==> src/rtl/bp_return_pkg.sv <==
// Shared return-path definitions: word tags, source indices and overflow report layout.
// The dispatcher imports the same tags so both directions share one word format.
package bp_return_pkg;

   localparam logic [7:0] TAG_SPI = 8'h00;
   localparam logic [7:0] TAG_AUX = 8'h01;
   localparam logic [7:0] TAG_EVT = 8'h02;
   localparam logic [7:0] TAG_OVF = 8'hFE;

   // Source indices double as the bit positions in the overflow report payload.
   localparam int unsigned SRC_SPI = 0;
   localparam int unsigned SRC_AUX = 1;
   localparam int unsigned SRC_EVT = 2;
   localparam int unsigned NUM_SRC = 3;

   typedef enum logic [2:0] {
      WIN_NONE,
      WIN_OVF,
      WIN_SPI,
      WIN_AUX,
      WIN_EVT
   } winner_e;

   function automatic logic [15:0] make_word(input logic [7:0] tag, input logic [7:0] data);
      return {tag, data};
   endfunction

   function automatic logic [7:0] ovf_payload(input logic [NUM_SRC-1:0] ovf);
      return {5'b0, ovf};
   endfunction

endpackage

==> src/rtl/pin_sync.sv <==
// Two-flop synchronizer for asynchronous input pins, synchronous active-high reset to 0.
module pin_sync #(
   parameter int unsigned WIDTH = 1
) (
   input  logic             clock,
   input  logic             reset,
   input  logic [WIDTH-1:0] d,
   output logic [WIDTH-1:0] q
);

   logic [WIDTH-1:0] meta_q, meta_d;
   logic [WIDTH-1:0] sync_q, sync_d;

   always_comb begin
      meta_d = d;
      sync_d = meta_q;
   end

   always_ff @(posedge clock) begin
      if (reset) begin
         meta_q <= '0;
         sync_q <= '0;
      end else begin
         meta_q <= meta_d;
         sync_q <= sync_d;
      end
   end

   assign q = sync_q;

endmodule

==> src/rtl/result_return.sv <==
// Collects single-cycle result pulses into per-source holding registers and arbitrates
// them into tagged 16-bit words for the host-bound output FIFO, reporting drops in-band.
module result_return
   import bp_return_pkg::*;
(
   input  logic        clock,
   input  logic        reset,
   input  logic        spi_rx_valid,
   input  logic [7:0]  spi_rx_data,
   input  logic        aux_sample_req,
   input  logic        bp_aux_in,
   input  logic        evt_valid,
   input  logic [7:0]  evt_code,
   input  logic        out_fifo_in_full,
   output logic        out_fifo_in_push,
   output logic [15:0] out_fifo_in_data,
   output logic        busy,
   output logic        overflow_seen
);

   logic                          aux_sync;

   logic [NUM_SRC-1:0]            valid_q, valid_d;
   logic [NUM_SRC-1:0][7:0]       data_q, data_d;
   logic [NUM_SRC-1:0]            ovf_q, ovf_d;
   logic                          overflow_seen_q, overflow_seen_d;

   logic [NUM_SRC-1:0]            pulse;
   logic [NUM_SRC-1:0][7:0]       payload;
   logic [NUM_SRC-1:0]            drain;
   logic [NUM_SRC-1:0]            new_ovf;
   logic                          drain_ovf;
   logic                          push;
   logic [15:0]                   word;
   winner_e                       winner;

   pin_sync #(
      .WIDTH(1)
   ) u_aux_sync (
      .clock (clock),
      .reset (reset),
      .d     (bp_aux_in),
      .q     (aux_sync)
   );

   always_comb begin
      pulse            = '0;
      payload          = '0;
      pulse[SRC_SPI]   = spi_rx_valid;
      payload[SRC_SPI] = spi_rx_data;
      pulse[SRC_AUX]   = aux_sample_req;
      payload[SRC_AUX] = {7'b0, aux_sync};
      pulse[SRC_EVT]   = evt_valid;
      payload[SRC_EVT] = evt_code;
   end

   // Fixed priority: pending overflow report first, then SPI, AUX, EVT.
   always_comb begin
      winner = WIN_NONE;
      if (|ovf_q)
         winner = WIN_OVF;
      else if (valid_q[SRC_SPI])
         winner = WIN_SPI;
      else if (valid_q[SRC_AUX])
         winner = WIN_AUX;
      else if (valid_q[SRC_EVT])
         winner = WIN_EVT;
   end

   always_comb begin
      word = '0;
      case (winner)
         WIN_OVF: word = make_word(TAG_OVF, ovf_payload(ovf_q));
         WIN_SPI: word = make_word(TAG_SPI, data_q[SRC_SPI]);
         WIN_AUX: word = make_word(TAG_AUX, data_q[SRC_AUX]);
         WIN_EVT: word = make_word(TAG_EVT, data_q[SRC_EVT]);
         default: word = '0;
      endcase
   end

   always_comb begin
      push           = (winner != WIN_NONE) && !out_fifo_in_full;
      drain          = '0;
      drain[SRC_SPI] = push && (winner == WIN_SPI);
      drain[SRC_AUX] = push && (winner == WIN_AUX);
      drain[SRC_EVT] = push && (winner == WIN_EVT);
      drain_ovf      = push && (winner == WIN_OVF);
   end

   // A pulse is accepted if the register is empty or being drained this cycle;
   // otherwise it is dropped, the held payload is kept and the drop is flagged.
   always_comb begin
      valid_d = valid_q;
      data_d  = data_q;
      new_ovf = '0;
      for (int unsigned i = 0; i < NUM_SRC; i++) begin
         if (drain[i])
            valid_d[i] = 1'b0;
         if (pulse[i]) begin
            if (!valid_q[i] || drain[i]) begin
               valid_d[i] = 1'b1;
               data_d[i]  = payload[i];
            end else begin
               new_ovf[i] = 1'b1;
            end
         end
      end
      ovf_d           = (drain_ovf ? '0 : ovf_q) | new_ovf;
      overflow_seen_d = overflow_seen_q | (|new_ovf);
   end

   always_ff @(posedge clock) begin
      if (reset) begin
         valid_q         <= '0;
         data_q          <= '0;
         ovf_q           <= '0;
         overflow_seen_q <= 1'b0;
      end else begin
         valid_q         <= valid_d;
         data_q          <= data_d;
         ovf_q           <= ovf_d;
         overflow_seen_q <= overflow_seen_d;
      end
   end

   assign out_fifo_in_push = push;
   assign out_fifo_in_data = word;
   assign busy             = (|valid_q) | (|ovf_q);
   assign overflow_seen    = overflow_seen_q;

endmodule

==> config.mk <==
export PLATFORM = sky130hd
export DESIGN_NAME = result_return
export DESIGN_NICKNAME = d
export VERILOG_FILES = /design/src/rtl/bp_return_pkg.sv /design/src/rtl/pin_sync.sv /design/src/rtl/result_return.sv
export SDC_FILE = /design/constraint.sdc
export NUM_CORES = 1
export LEC_CHECK = 0
export ABC_AREA = 1
export BUFFER_PORTS_ARGS = -buffer_cell sky130_fd_sc_hd__buf_2
export CELL_PAD_IN_SITES_DETAIL_PLACEMENT = 1
export CELL_PAD_IN_SITES_GLOBAL_PLACEMENT = 1
export CORE_MARGIN = 3
export CORE_UTILIZATION = 33
export DETAILED_ROUTE_END_ITERATION = 12
export PLACE_DENSITY = 0.84
export RECOVER_POWER = 100
export SLEW_MARGIN = 0
export SYNTH_ARGS = -nofsm -noshare
export SYNTH_HDL_FRONTEND = slang
export SYNTH_SLANG_ARGS = --single-unit
==> constraint.sdc <==
create_clock -name clock -period 2.1 [get_ports clock]
set_clock_uncertainty 0.2 [all_clocks]
set_input_delay 0.105 -clock clock [delete_from_list [all_inputs] [get_ports clock]]
set_output_delay 0.105 -clock clock [all_outputs]
set_load 0.03 [all_outputs]
==> impl_metrics.csv <==
group,metric,value,unit
run_status,status,"finished, final reports clean",
synth,synthAdderAreaFrac,0,
timing,slew_headroom,0.7062,
placement,port_buffers,41,
critical_path,r2r-start,"ovf_q[2]",
synth,synth_edf_count,0,
synth,synth_xor_area_frac,0,
final_layout,area_growth,47.17,%
final_layout,multi_input_area,480.5,µm²
global_route,grt_pass1_vias,1304,
job,drv_cap,0,
synth,yosysMostFrequentCell,"dfxtp_1",
clock_network,cts_setup_buffers,0,
route,drtIter0Drc,21,
synth,synth_cell_types,22,
clock_network,cts_buffer_depth,2,
synth,synth_area_leaders,"dfxtp_1 46%, o21ai_0 9.8%, nor2_1 8.3%, a21oi_1 7.1%, inv_1 7.0%",
timing,fin_tns_setup,0,ns
final_layout,n_fill_cell,424,
synth,synth_seq_cells,26,
placement,dpl.hpwl,2.388,mm
global_route,grt_pass1_wl,6.106,mm
critical_path,critPathKind,"reg -> out",
route,drt-total-wl,3.775,mm
timing,setup_viol,0,
route,vias_per_cell,4.716,
die,io_pins,42,
min_path,hp-class,"reg -> reg",
route,drt.antenna.violating_nets,0,
clock_network,htree_levels,1,
route,wl_per_cell,14.30,µm
power,ir_drop,0.3563,mV
synth,yosys.area.top_type,"dfxtp_1",
route,via_count,1245,
power,p_per_area,733.6,nW/µm²
critical_path,r2r_slack,0.10,ns
synth,async_flop_share,0,
final_layout,n_antenna_cell,0,
timing,worstMarginPinSlew,0.4402,ns
power,finalPower,1.217,mW
die,dieArea,4153,µm²
synth,muxShareOfSynthArea,0,
synth,syn-cell-area,1127,µm²
die,rows,20,
synth,syn-num-nets,178,
synth,syn_avg_cell_area,7.273,µm²
synth,synth_cells,155,
die,initial_core_util,0.3575,
critical_path,worstSetupStartpointType,"flop",
timing,slew_viol_final,0,
timing,rsz0062_at_grt,"false",
timing,fin_crit_sh,0.9557,
synth,yosysWarnings,0,
critical_path,crit_fanout,10,
final_layout,drive_above_1_share,0.2182,
synth,synth_ff_type,"dfxtp_1",
clock_network,cts_buffers,3,
timing,setup_slack,0.09294,ns
die,coreArea,3153,µm²
synth,synth_simple_gate_area_share,0.2242,
die,die_w,64.45,µm
critical_path,critPathCaptureType,"output port",
critical_path,worstPathRequired,1.79,ns
global_route,grt_util_all_layers,0.1909,
final_layout,regArea,520.5,µm²
synth,ys_seq_area_frac,0.4617,
critical_path,r2r_end,"valid_q[2]",
global_route,gr-total-overflow,0,
route,dr.pass1.iters,4,
synth,synth-compound-area-share,0.1920,
min_path,worst_hold_path.endpoint,"u_aux_sync.q",
placement,pre_cts_ws,0.3437,ns
min_path,hold_start,"u_aux_sync.meta_q",
min_path,hold_depth,2,
timing,fin_crit,2.007,ns
clock_network,clkSinkCount,26,
critical_path,rr_worst_depth,7,
clock_network,clk_latency,0.34,ns
timing,hold_viol_final,0,
clock_network,cts_tree,"yes",
synth,yosys.area.top_type_share,0.4617,
synth,synth_top_family_by_area,"simple AND/OR/NAND/NOR gates",
synth,yosys-top-cells-count,"26 x dfxtp_1, 25 x nor2_1, 22 x o21ai_0",
clock_network,clk_pin_slew,0.14,ns
route,drc_errors,0,
clock_network,cts_root_buf,"clkbuf_4",
critical_path,arrival,1.70,ns
global_route,grt_max_degree,18,
placement,globalplace.congestion,0.7927,
global_route,antenna_found_initial,0,
final_layout,nNetsFinal,244,
power,leakagePower,0.7782,nW
die,die_y,64.45,µm
timing,timing.fmax,498.2,MHz
==> how the worst max path moves through the flow <==
stage | cells after the start | to | slack (ns) | start
3_5_place_dp | 6 | data_q[6] | 0.34 | ovf_q[1]
4_1_cts | 6 | out_fifo_in_data[3] | 0.05 | ovf_q[0]
6_report | 6 | out_fifo_in_data[2] | 0.09 | ovf_q[2]
2_1_floorplan | 5 | out_fifo_in_data[0] | 0.28 | ovf_q[1]
5_1_grt | 7 | valid_q[0] | 0.0003 | ovf_q[2]
3_3_place_gp | 6 | data_q[7] | 0.40 | ovf_q[2]
==> registers in the layout, summed over array words and instances (netlist names) <==
signal	flops
u_aux_sync.meta_q	1
valid_q	3
overflow_seen	1
ovf_q	3
u_aux_sync.q	1
data_q	17
==> routing by layer <==
| layer | track usage | part of all wire |
|---|---|---|
| met1 | 0.2148 | 0.42 |
| met2 | 0.3621 | 0.54 |
| met3 | 0.01560 | 0.024 |
| met4 | 0.08443 | 0.021 |
| met5 | 0 | 0 |
==> metrics by stage <==
stage / hold slack (ns) / cells / util / area, µm²
detailed placement: 0.1172 / 232 / 0.4258 / 1343
global route: 0.2448 / 264 / 0.5262 / 1659
global placement: 0.1063 / 232 / 0.4258 / 1343
floorplan: 0.01197 / 155 / - / 1132
CTS: 0.2288 / 263 / 0.5290 / 1668
finish: 0.2232 / 264 / 0.5262 / 1659
==> final cells by class <==
type                            instances  share of cell area
Sequential cell                        26              0.3137
Multi-Input combinational cell        100              0.2896
Timing Repair Buffer                   68              0.2821
Inverter                               22             0.04977
Tap cell                               44             0.03318
Clock inverter                          1             0.01810
Clock buffer                            3             0.01357
==> cells by family after synthesis <==
logic type      Yosys count
simple gates             57
compound gates           42
buf+inv                  30
flops                    26
==> worst max-delay path, cell delays in order (launching register included) <==
cell and delay (ns):
dfxtp_1 0.39, nor2_1 0.14, nand2_2 0.17, nor2_2 0.25, a21oi_1 0.10, o21ai_0 0.08, buf_2 0.22
==> report_power, final <==
group	leakage [nW]	switching, mW	total (mW)	internal (mW)
clock	0.0279	0.164	0.357	0.193
combinational	0.535	0.196	0.305	0.109
sequential	0.216	0.0240	0.555	0.531
==> repair_timing <==
| item | CTS | global route |
|---|---|---|
| hold buffers | 27 | 0 |
| endpoints found under the setup margin | 1 | 10 |
| pin swaps | 0 | 1 |
| gates resized for setup | 1 | 2 |
| hold endpoints to repair | 26 | 0 |
| gates cloned | 0 | 1 |
==> placed cells by master (no fill, tap or decap) <==
master	instances
nand3b_1	1
dlygate4sd3_1	27
nand3_1	3
nor2_1	24
a21oi_1	16
nand4_1	1
nor3_2	1
nand2_2	4
nor2_2	2
nand2_1	20
clkbuf_4	3
o211ai_1	2
a31oi_1	1
buf_2	35
o21ai_1	1
nor2_4	2
inv_1	22
bufinv_16	1
dfxtp_1	26
clkbuf_1	6
o21ai_0	22
No activity file was read; power rests on OpenSTA's default activity.
